==> config.mk <==
export PLATFORM = sky130hd
export DESIGN_NAME = alu_issue_ctrl
export DESIGN_NICKNAME = d
export VERILOG_FILES = /design/src/rtl/alu_pkg.sv /design/src/rtl/reg_file_8x8.sv /design/src/rtl/alu_issue_ctrl.sv
export SDC_FILE = /design/constraint.sdc
export NUM_CORES = 1
export LEC_CHECK = 0
export CORE_UTILIZATION = 30
export CTS_CLUSTER_SIZE = 12
export DETAILED_ROUTE_END_ITERATION = 8
export PLACE_DENSITY = 0.48
export SYNTH_ARGS = -nofsm -noshare
export SYNTH_HDL_FRONTEND = slang
export SYNTH_SLANG_ARGS = --single-unit
==> constraint.sdc <==
create_clock -name CLK -period 2.9 [get_ports CLK]
set_clock_uncertainty 0.1 [all_clocks]
set_input_delay 0.29 -clock CLK [delete_from_list [all_inputs] [get_ports CLK]]
set_output_delay 0.29 -clock CLK [all_outputs]
set_load 0.02 [all_outputs]
==> src/rtl/alu_pkg.sv <==
// Shared definitions for the ALU issue controller: opcodes, ALU codes, FSM
// state encodings, instruction field positions and the decoded-instruction layout.
package alu_pkg;

  localparam logic [7:0] OP_LOADI = 8'h00;
  localparam logic [7:0] OP_MOV   = 8'h01;
  localparam logic [7:0] OP_ADD   = 8'h02;
  localparam logic [7:0] OP_SUB   = 8'h03;
  localparam logic [7:0] OP_AND   = 8'h04;
  localparam logic [7:0] OP_OR    = 8'h05;

  localparam logic [2:0] ALU_FWD  = 3'b000;
  localparam logic [2:0] ALU_ADD  = 3'b001;
  localparam logic [2:0] ALU_AND  = 3'b010;
  localparam logic [2:0] ALU_OR   = 3'b011;

  localparam logic [1:0] ST_IDLE   = 2'd0;
  localparam logic [1:0] ST_DECODE = 2'd1;
  localparam logic [1:0] ST_EXEC   = 2'd2;
  localparam logic [1:0] ST_WB     = 2'd3;

  localparam int FLD_W    = 8;
  localparam int OPC_LSB  = 24;
  localparam int DST_LSB  = 16;
  localparam int SRC1_LSB = 8;
  localparam int SRC2_LSB = 0;

  typedef struct packed {
    logic [7:0] opcode;
    logic [7:0] dest;
    logic [7:0] src1;
    logic [7:0] src2;
  } instr_t;

  // 8-bit two's complement negation; -(-128) wraps back to -128.
  function automatic logic [7:0] neg8(input logic [7:0] v);
    return (~v) + 8'd1;
  endfunction

endpackage

==> src/rtl/reg_file_8x8.sv <==
// Eight 8-bit registers with two combinational read ports, a debug read port
// and one synchronous write port; all registers reset asynchronously to zero.
module reg_file_8x8 (
  input  logic       CLK,
  input  logic       RESET_N,
  input  logic       WRITEENABLE,
  input  logic [2:0] ADDR,
  input  logic [7:0] DATA,
  input  logic [2:0] RADDR1,
  output logic [7:0] RDATA1,
  input  logic [2:0] RADDR2,
  output logic [7:0] RDATA2,
  input  logic [2:0] DBG_ADDR,
  output logic [7:0] DBG_DATA
);

  logic [7:0] regs_q [8];
  logic [7:0] regs_d [8];

  always_comb begin
    regs_d = regs_q;
    if (WRITEENABLE) begin
      regs_d[ADDR] = DATA;
    end
  end

  always_ff @(posedge CLK or negedge RESET_N) begin
    if (!RESET_N) begin
      for (int i = 0; i < 8; i++) begin
        regs_q[i] <= 8'd0;
      end
    end else begin
      regs_q <= regs_d;
    end
  end

  assign RDATA1   = regs_q[RADDR1];
  assign RDATA2   = regs_q[RADDR2];
  assign DBG_DATA = regs_q[DBG_ADDR];

endmodule

==> src/rtl/alu_issue_ctrl.sv <==
// Issues one instruction at a time to an external ALU: decode, operand fetch,
// ALU settle wait, then write-back of ALURESULT into the internal register file.
import alu_pkg::*;

module alu_issue_ctrl #(
  parameter int ALU_WAIT = 1
) (
  input  logic        CLK,
  input  logic        RESET_N,
  input  logic [31:0] INSTR,
  input  logic        INSTR_VALID,
  output logic        INSTR_READY,
  output logic [7:0]  OPERAND1,
  output logic [7:0]  OPERAND2,
  output logic [2:0]  ALUOP,
  input  logic [7:0]  ALURESULT,
  output logic        DONE,
  output logic        ERR,
  output logic        BUSY,
  input  logic [2:0]  DBG_ADDR,
  output logic [7:0]  DBG_DATA
);

  localparam logic [3:0] WAIT_LOAD = 4'(ALU_WAIT - 1);

  logic [1:0] state_q, state_d;
  instr_t     instr_q, instr_d;
  logic [7:0] op1_q, op1_d;
  logic [7:0] op2_q, op2_d;
  logic [2:0] aluop_q, aluop_d;
  logic       done_q, done_d;
  logic       err_q, err_d;
  logic [3:0] wait_q, wait_d;

  logic [7:0] rd1_dat;
  logic [7:0] rd2_dat;
  logic       illegal;
  logic       wb_en;

  reg_file_8x8 u_rf (
    .CLK         (CLK),
    .RESET_N     (RESET_N),
    .WRITEENABLE (wb_en),
    .ADDR        (instr_q.dest[2:0]),
    .DATA        (ALURESULT),
    .RADDR1      (instr_q.src1[2:0]),
    .RDATA1      (rd1_dat),
    .RADDR2      (instr_q.src2[2:0]),
    .RDATA2      (rd2_dat),
    .DBG_ADDR    (DBG_ADDR),
    .DBG_DATA    (DBG_DATA)
  );

  // loadi carries an immediate in the src2 field, so its upper bits are not an address.
  always_comb begin
    illegal = (instr_q.opcode > OP_OR)
           || (instr_q.dest[7:3] != 5'd0)
           || (instr_q.src1[7:3] != 5'd0)
           || ((instr_q.opcode != OP_LOADI) && (instr_q.src2[7:3] != 5'd0));
  end

  always_comb begin
    state_d = state_q;
    instr_d = instr_q;
    op1_d   = op1_q;
    op2_d   = op2_q;
    aluop_d = aluop_q;
    wait_d  = wait_q;
    done_d  = 1'b0;
    err_d   = 1'b0;
    wb_en   = 1'b0;

    case (state_q)
      ST_IDLE: begin
        if (INSTR_VALID) begin
          instr_d.opcode = INSTR[OPC_LSB  +: FLD_W];
          instr_d.dest   = INSTR[DST_LSB  +: FLD_W];
          instr_d.src1   = INSTR[SRC1_LSB +: FLD_W];
          instr_d.src2   = INSTR[SRC2_LSB +: FLD_W];
          state_d        = ST_DECODE;
        end
      end

      ST_DECODE: begin
        if (illegal) begin
          err_d   = 1'b1;
          state_d = ST_IDLE;
        end else begin
          case (instr_q.opcode)
            OP_LOADI: begin
              op1_d   = 8'd0;
              op2_d   = instr_q.src2;
              aluop_d = ALU_FWD;
            end
            OP_MOV: begin
              op1_d   = 8'd0;
              op2_d   = rd2_dat;
              aluop_d = ALU_FWD;
            end
            OP_ADD: begin
              op1_d   = rd1_dat;
              op2_d   = rd2_dat;
              aluop_d = ALU_ADD;
            end
            OP_SUB: begin
              op1_d   = rd1_dat;
              op2_d   = neg8(rd2_dat);
              aluop_d = ALU_ADD;
            end
            OP_AND: begin
              op1_d   = rd1_dat;
              op2_d   = rd2_dat;
              aluop_d = ALU_AND;
            end
            default: begin
              op1_d   = rd1_dat;
              op2_d   = rd2_dat;
              aluop_d = ALU_OR;
            end
          endcase
          wait_d  = WAIT_LOAD;
          state_d = ST_EXEC;
        end
      end

      ST_EXEC: begin
        if (wait_q == 4'd0) begin
          done_d  = 1'b1;
          state_d = ST_WB;
        end else begin
          wait_d = wait_q - 4'd1;
        end
      end

      ST_WB: begin
        wb_en   = 1'b1;
        state_d = ST_IDLE;
      end

      default: begin
        state_d = ST_IDLE;
      end
    endcase
  end

  always_ff @(posedge CLK or negedge RESET_N) begin
    if (!RESET_N) begin
      state_q <= ST_IDLE;
      instr_q <= '0;
      op1_q   <= 8'd0;
      op2_q   <= 8'd0;
      aluop_q <= ALU_FWD;
      wait_q  <= 4'd0;
      done_q  <= 1'b0;
      err_q   <= 1'b0;
    end else begin
      state_q <= state_d;
      instr_q <= instr_d;
      op1_q   <= op1_d;
      op2_q   <= op2_d;
      aluop_q <= aluop_d;
      wait_q  <= wait_d;
      done_q  <= done_d;
      err_q   <= err_d;
    end
  end

  assign INSTR_READY = (state_q == ST_IDLE) && RESET_N;
  assign BUSY        = (state_q != ST_IDLE);
  assign OPERAND1    = op1_q;
  assign OPERAND2    = op2_q;
  assign ALUOP       = aluop_q;
  assign DONE        = done_q;
  assign ERR         = err_q;

endmodule

==> results of run 1 <==
-- metal layers --
| layer | global-route usage, % | routed length [µm] | part of all wire [%] | vias up |
|---|---|---|---|---|
| met1 | 23.63 | 8162 | 46 | 2366 |
| met4 | 5.707 | 181 | 1.0 | 0 |
| met3 | 3.963 | 990 | 5.5 | 13 |
| met5 | 0 | 0 | 0 | - |
| met2 | 27.41 | 8579 | 48 | 162 |
| li1 | - | - | - | 2024 |
-- cells in the mapped netlist (3+ instances only) --
cell type / number / area [µm²]
dfrtp_1: 122 / 3053
mux2_2: 104 / 1171
mux4_2: 46 / 1036
nand2_1: 29 / 108.9
mux2i_1: 20 / 200.2
o21ai_0: 17 / 85.08
clkbuf_1: 16 / 60.06
nor2_1: 14 / 52.55
buf_2: 12 / 60.06
inv_1: 9 / 33.78
a21oi_1: 6 / 30.03
a31oi_1: 6 / 37.54
nand3_1: 6 / 30.03
nor4_1: 6 / 37.54
a211oi_1: 5 / 37.54
buf_1: 5 / 18.77
nor3_1: 5 / 25.02
nand2b_1: 4 / 25.02
and2_1: 3 / 18.77
ha_1: 3 / 37.54
nor3_2: 3 / 30.03
o31ai_1: 3 / 22.52
or3_1: 3 / 18.77
-- worst paths after layout --
path | depth (start not counted) | slack, ns | end | start
setup / recovery | 5 | 0.17 | DBG_DATA[1] | DBG_ADDR[0]
hold / removal | 3 | 0.37 | instr_q[24] | INSTR[24]
setup reg to reg | 12 | 0.31 | OPERAND2[2] | instr_q[2]
hold reg to reg | 2 | 0.38 | OPERAND1[0] | OPERAND1[0]
max in group asynchronous | 3 | 1.76 | OPERAND1[2] | RESET_N
min in group asynchronous | 3 | 0.43 | instr_q[31] | RESET_N
-- layout by cell type, fill, tap and decap left out, drive strengths merged, types with 4 or more instances in the layout --
cell type | netlist | final
clkbuf | 16 | 18
nand3 | 6 | 6
nor2 | 14 | 14
nor4 | 7 | 7
dfrtp | 122 | 122
clkinvlp | 0 | 5
nand2 | 30 | 30
mux2 | 104 | 104
a211oi | 5 | 5
mux4 | 46 | 46
nor3b | 4 | 4
a31oi | 6 | 6
a21oi | 6 | 6
nor3 | 8 | 8
inv | 9 | 15
o21ai | 20 | 20
buf | 18 | 28
clkdlybuf4s50 | 0 | 74
mux2i | 22 | 22
nand2b | 4 | 4
-- logic make-up (layout without fill, tap and decap cells) --
kind of cell,Yosys count,after routing,share of synthesized area (%)
multiplexers,172,172,37.08
flip-flops,122,122,46.49
AND/OR/NAND/NOR,88,88,7.527
AO/OA/AOI/OAI,52,52,5.126
buffers and inverters,43,144,2.744
adder cells (fa/ha/maj),3,3,0.5717
XOR/XNOR,3,3,0.4002
other,1,1,0.05711
-- power breakdown --
part	internal (mW)	switching (mW)
Sequential	1.78	0.124
Combinational	0.378	0.317
Clock	1.22	0.851
-- per-stage QoR --
stage	setup slack (ns)	cells
after floorplan	0.5009	484
after global placement	0.1592	827
after detailed placement	0.1558	827
after CTS	0.1564	860
after global routing	0.1032	860
final	0.1693	860
-- sequential cells by signal (all words and copies together), names as in the netlist, named ones only --
signal       cells
OPERAND1         8
instr_q         32
state_q          1
ERR              1
DONE             1
u_rf.regs_q     64
wait_q           4
OPERAND2         8
ALUOP            2
-- worst register-to-register path: cells and delay by family (launching register included) --
kind	cells	cell delay (ns)
fa+ha+maj	1	0.18
compound gates	4	0.70
buf+inv	3	0.35
mux	1	0.16
simple gates	3	0.58
flops	1	0.40
-- timing repair --
item                       in CTS  in global routing
hold endpoints to repair      122                  0
setup endpoints to repair       0                  0
hold buffers                    1                  0
-- cell type report --
class,instances,area (µm²)
fill,2036,12850
clock inverter,14,137.6
inverter,9,33.78
multi-input combinational,319,3351
timing repair buffer,103,1011
sequential,122,3053
clock buffer,18,439.2
tap,275,344.1
==> out/metrics.csv, run 1 <==
metric;value;unit
Post-Place Cell Area;0.007782;mm²
drt initial violations;266;
core footprint;0.02122;mm²
largest net degree at the start of global routing;123;
post-CTS sizing;0;
sequential area share after synthesis;46.49;%
initial core utilization;30.94;%
Setup TNS;0;ns
Max Transition Viols Final;0;
routed len/inst;20.83;µm
Hold Crit Class;in -> reg;
Core Rows;53;
Net Count, Synth;533;
postcts setup bufs;0;
final hold slack;0.3728;ns
drt first pass iters;5;
period utilization;94.16;%
Max Cap Violations;0;
Ports;77;
Seq cells post-synth;122;
crit path cell chain;clkdlybuf4s50_1, buf_12, mux4_2, mux2_2, clkdlybuf4s50_1;
crit path launch type;input port;
clock latency on the worst-skew pair;0.42;ns
CP delay by family, top;buffers and inverters;
Worst Tran Pin Value;0.6993;ns
gate count of the mapped netlist;484;
Layout Nets;621;
Crit-path slowest cell;clkdlybuf4s50_1;
# setup viols final;0;
Crit Path Class;in -> out;
RSZ-0062 raised after global routing;no;
Tot Pwr;4.672;mW
H-tree depth;4;
antenna violations before repair;0;
YS warnings;0;
hpwl dp;12100;µm
count of input and output buffers;75;
# DRC;0;
Area Overhead vs Synth;27.46;%
die area;0.02248;mm²
post-synth cell types;50;
Post-Synthesis Cell Area;0.006566;mm²
fraction of layout cells with a size suffix above 1;38.63;%
maximum vdd drop;0.0003816;V
most used cell along the critical path;clkdlybuf4s50_1;
grt ovf;0;
post-route design area;0.008369;mm²
PD cells;558.2;mW/mm²
Main synth FF type;dfrtp_1;
Die Ht;149.9;µm
die width;149.9;µm
first-pass GRT wire length;28810;µm
routed via count;4565;
crit-path max FO;16;
clock-pin transition on the worst setup and hold timing paths;0.06;ns
slew margin rel.;53.38;%
fin crit period;2.731;ns
Post-DRT Antenna Nets;0;
crit path buf inv count;3;
Post-synth EDFFs;0;
max incr delay on CP;0.54;ns
CTS tree;done;
Avg Inst Size Synth;13.57;µm²
status;finished clean;
Hold Violations, Final;0;
final core occ;39.44;%
GP Congestion;0.8048;
CTS sink count;122;
fraction of registers with async set/reset;100.0;%
final wirelength;17910;µm
CTS buffer count;17;
Crit. End Element;primary output;
ant diodes;0;
vias in the first global route;4833;
Clock Tree Root;clkbuf_16;
Fmax achieved;366.2;MHz
Worst Path Required;2.51;ns
Longest Clk Path Bufs;2;
post-DR vias/cell;5.308;
P_leak;3.546;nW
Worst EP arrival;2.34;ns
Total GRT Usage;17.41;%
Note: power is estimated with default switching activity, not from simulation.
==> run 2: changes to the inputs <==
- RECOVER_POWER: default -> 50
==> out/metrics.csv, run 2 (synthesis gave the netlist of run 1 again) <==
metric;value;unit
status;complete, but fails checks;
failing checks;capacitance limit, slew limit;
Core Rows;53;
routed len/inst;20.77;µm
grt ovf;0;
FF+latch area;0.003053;mm²
Worst EP arrival;2.34;ns
Fillers;2043;
P_leak;3.561;nW
crit path cell chain;clkdlybuf4s50_1, buf_12, mux4_2, mux2_2, clkdlybuf4s50_1;
DP Worst Slack;0.1558;ns
max incr delay on CP;0.55;ns
vias in the first global route;4833;
Clock Tree Root;clkbuf_16;
drt first pass iters;5;
Crit Path Class;in -> out;
final wirelength;17860;µm
final core occ;39.30;%
# DRC;0;
fin crit period;2.730;ns
period utilization;94.13;%
Longest Clk Path Bufs;2;
RSZ-0062 raised after global routing;no;
fraction of layout cells with a size suffix above 1;38.12;%
Die Ht;149.9;µm
initial core utilization;30.94;%
crit path launch type;input port;
Ports;77;
Worst Path Required;2.51;ns
# setup viols final;0;
Max Transition Viols Final;123;
post-DR vias/cell;5.302;
die area;0.02248;mm²
Post-DRT Antenna Nets;0;
ant diodes;0;
Non-Filler Instances;860;
Fmax achieved;366.3;MHz
clock latency on the worst-skew pair;0.42;ns
drt initial violations;268;
PD cells;559.5;mW/mm²
Hold Crit Class;in -> reg;
CTS buffer count;17;
max reg flops;64;
Area Overhead vs Synth;27.00;%
CTS sink count;122;
largest net degree at the start of global routing;123;
Placed Cells;827;
antenna violations before repair;0;
clock-pin transition on the worst setup and hold timing paths;0.06;ns
Crit. End Element;primary output;
Worst Tran Pin Value;1.702;ns
count of input and output buffers;75;
post-route design area;0.008339;mm²
Layout Nets;621;
routed via count;4560;
hpwl dp;12100;µm
core footprint;0.02122;mm²
CTS tree;done;
final setup margin;0.1702;ns
first-pass GRT wire length;28810;µm
multi-input logic area;0.003339;mm²
Setup TNS;0;ns
largest reg by FF count;u_rf.regs_q;
Total GRT Usage;17.41;%
most common cell after layout, fill and taps aside;dfrtp_1;
Max Cap Violations;1;
most used cell along the critical path;clkdlybuf4s50_1;
H-tree depth;4;
commonest non-fill, non-tap cells in the layout;122 x dfrtp_1, 104 x mux2_2, 66 x clkdlybuf4s50_1, 46 x mux4_2, 29 x nand2_1;
crit-path max FO;16;
GP Congestion;0.8048;
die width;149.9;µm
maximum vdd drop;0.0003821;V
Post-Place Cell Area;0.007782;mm²
Crit-path slowest cell;clkdlybuf4s50_1;
Largest regs;u_rf.regs_q (64), instr_q (32);
slew margin rel.;-13.46;%
Hold Violations, Final;0;
## run 2: cell types whose count changed in the layout (fill, tap and decap cells not counted), moves of 2 or more
| cell | change |
|---|---|
| clkbuf_4 | +2 |
| clkdlybuf4s50_1 | -8 |
| dlygate4sd3_1 | +8 |
| buf_4 | -3 |
## run 2: routing by layer
layer,GRT usage (%),vias to the layer above,wire (µm)
li1,-,2028,-
met1,23.63,2355,8165
met2,27.41,164,8569
met3,3.963,13,942
met4,5.707,0,182
met5,0,-,0
## run 2: worst paths after layout
path,start,end,slack (ns),cells past startpoint
setup / recovery,DBG_ADDR[0],DBG_DATA[7],0.17,5
hold / removal,INSTR[24],instr_q[24],0.37,3
setup reg to reg,instr_q[2],OPERAND2[2],0.30,12
hold reg to reg,OPERAND1[0],OPERAND1[0],0.37,2
max in group asynchronous,RESET_N,OPERAND1[2],0.73,3
min in group asynchronous,RESET_N,instr_q[31],0.91,3
## run 2: through the flow
stage	power (mW)	hold slack (ns)
3_5_place_dp	2.637	0.3721
2_1_floorplan	2.342	-0.1056
3_3_place_gp	2.623	0.3596
5_1_grt	4.868	0.3718
4_1_cts	4.736	0.3557
6_report	4.666	0.3736
## run 2: worst max-delay path: cells and delay by family
family | cells | cell delay, ns
buf+inv | 3 | 1.25
mux | 2 | 0.80
## run 2: cell type report
| cell class | instances | area share, % |
|---|---|---|
| clock buffer | 18 | 5.266 |
| multi-input combinational | 319 | 40.04 |
| inverter | 9 | 0.4051 |
| tap | 275 | 4.126 |
| clock inverter | 14 | 1.650 |
| sequential | 122 | 36.61 |
| timing repair buffer | 103 | 11.90 |
## run 2: where the power goes
group          switching, mW  internal, mW
registers              0.123          1.78
clock network          0.851          1.22
logic                  0.314         0.375
total                   1.29          3.38
## run 2: timing repair
action,CTS,global route
hold buffers,1,0
endpoints found under the hold margin,122,0
setup buffers,0,0
setup endpoints to repair,0,0
resized for setup,0,0
==> run 3: changes to the inputs <==
- CORE_UTILIZATION: 30 -> 25
- CTS_CLUSTER_DIAMETER: default -> 100
- PLACE_DENSITY: 0.48 -> 0.42
==> out/metrics.csv, run 3 (synthesis gave the netlist of run 1 again) <==
metric;value;unit
Core Rows;58;
max incr delay on CP;0.54;ns
Worst Tran Pin Value;1.779;ns
first-pass GRT wire length;29120;µm
clock latency on the worst-skew pair;0.42;ns
failing checks;capacitance limit, slew limit;
GP Congestion;0.8186;
post-route design area;0.008413;mm²
H-tree depth;4;
Layout Nets;623;
Post-Place Cell Area;0.007845;mm²
Worst Path Required;2.51;ns
most common cell after layout, fill and taps aside;dfrtp_1;
PD cells;560.2;mW/mm²
Ports;77;
CTS buffer count;17;
RSZ-0062 raised after global routing;no;
crit path cell chain;clkdlybuf4s50_1, buf_12, mux4_2, mux2_2, clkdlybuf4s50_1;
crit path launch type;input port;
antenna violations before repair;1;
max reg flops;64;
Max Cap Violations;1;
core footprint;0.02547;mm²
final wirelength;18620;µm
largest reg by FF count;u_rf.regs_q;
# setup viols final;0;
Non-Filler Instances;916;
die width;164.1;µm
vias in the first global route;4651;
maximum vdd drop;0.0003659;V
hpwl dp;12630;µm
ant diodes;0;
clock-pin transition on the worst setup and hold timing paths;0.05;ns
Area Overhead vs Synth;28.13;%
Crit Path Class;in -> out;
Hold Violations, Final;0;
CTS tree;done;
CTS sink count;122;
Max Transition Viols Final;123;
Crit. End Element;primary output;
fraction of layout cells with a size suffix above 1;38.23;%
Longest Clk Path Bufs;2;
Crit-path slowest cell;clkdlybuf4s50_1;
Tot Pwr;4.713;mW
Worst R2R Path Depth;8;
post-CTS sizing;0;
post-DR vias/cell;4.866;
routed via count;4457;
routed len/inst;20.33;µm
most used cell along the critical path;clkdlybuf4s50_1;
reg2reg end;OPERAND2[2];
Die Ht;164.1;µm
# DRC;0;
drt initial violations;168;
P_leak;3.535;nW
Hold Crit Class;reg -> reg;
period utilization;94.54;%
largest net degree at the start of global routing;123;
Crit. Startpoint;DBG_ADDR[0];
Setup TNS;0;ns
grt ovf;0;
drt first pass iters;4;
crit-path max FO;16;
Placed Cells;884;
Largest regs;u_rf.regs_q (64), instr_q (32);
fin crit period;2.742;ns
Fmax achieved;364.7;MHz
Reg-to-Reg Start;instr_q[1];
count of input and output buffers;75;
status;complete, but fails checks;
Reg2Reg Setup Slack;0.33;ns
commonest non-fill, non-tap cells in the layout;122 x dfrtp_1, 104 x mux2_2, 74 x clkdlybuf4s50_1, 46 x mux4_2, 29 x nand2_1;
Post-DRT Antenna Nets;0;
die area;0.02692;mm²
Total GRT Usage;14.75;%
Clock Tree Root;clkbuf_16;
initial core utilization;25.78;%
Worst EP arrival;2.35;ns
Critical Path End;DBG_DATA[7];
slew margin rel.;-18.58;%
run 3: cell count changes in the layout (fill, tap and decap cells not counted), moves of 2 or more:
cell / change
dlygate4sd3_1: -8
clkdlybuf4s50_1: +8
inv_6: -4
buf_4: +2
run 3: metrics by stage:
| stage | hold WS, ns | worst slack (ns) | util, % |
|---|---|---|---|
| after floorplan | -0.1056 | 0.5009 | - |
| after global placement | 0.3702 | 0.1413 | 30.80 |
| after detailed placement | 0.3704 | 0.1326 | 30.80 |
| after CTS | 0.3657 | 0.1299 | 33.14 |
| after global routing | 0.3839 | 0.09985 | 33.03 |
| final | 0.3751 | 0.1582 | 33.03 |
run 3: area by class of cell:
class                           count  area [µm²]
Multi-Input combinational cell    319        3337
Clock inverter                     13       146.4
Sequential cell                   122        3053
Timing Repair Buffer              105       991.0
Inverter                            9       33.78
Fill cell                        2527       17060
Clock buffer                       18       439.2
Tap cell                          330       412.9
run 3: repair_timing:
item	CTS	global route
buffers inserted	0	0
hold endpoints to repair	122	0
hold buffers	1	0
run 3: layer usage:
layer  vias to the layer above  wire length, µm  global-route usage [%]
met5                         -                0                       0
met4                         0              199                   4.082
met3                        18             1093                   3.763
met2                       128             8796                   23.65
met1                      2297             8529                   19.62
li1                       2014                -                       -
run 3: power breakdown:
group | leakage [nW] | internal (mW) | switching [mW]
Combinational | 1.67 | 0.372 | 0.324
Sequential | 1.59 | 1.78 | 0.111
Clock | 0.271 | 1.29 | 0.833
Total | 3.53 | 3.45 | 1.27
run 3: how the worst min path moves through the flow:
stage / startpoint / endpoint / slack [ns] / depth (start not counted)
detailed placement: RESET_N / instr_q[23] / 0.37 / 2
global route: INSTR[4] / instr_q[4] / 0.38 / 2
finish: OPERAND1[0] / OPERAND1[0] / 0.38 / 2
floorplan: RESET_N / ALUOP[0] / -0.11 / 0
CTS: INSTR[30] / instr_q[30] / 0.37 / 2
global placement: RESET_N / instr_q[30] / 0.37 / 2
run 3: worst max-delay path: cells and delay by family:
| family | cells | cell delay (ns) |
|---|---|---|
| buffers and inverters | 3 | 1.25 |
| muxes | 2 | 0.81 |
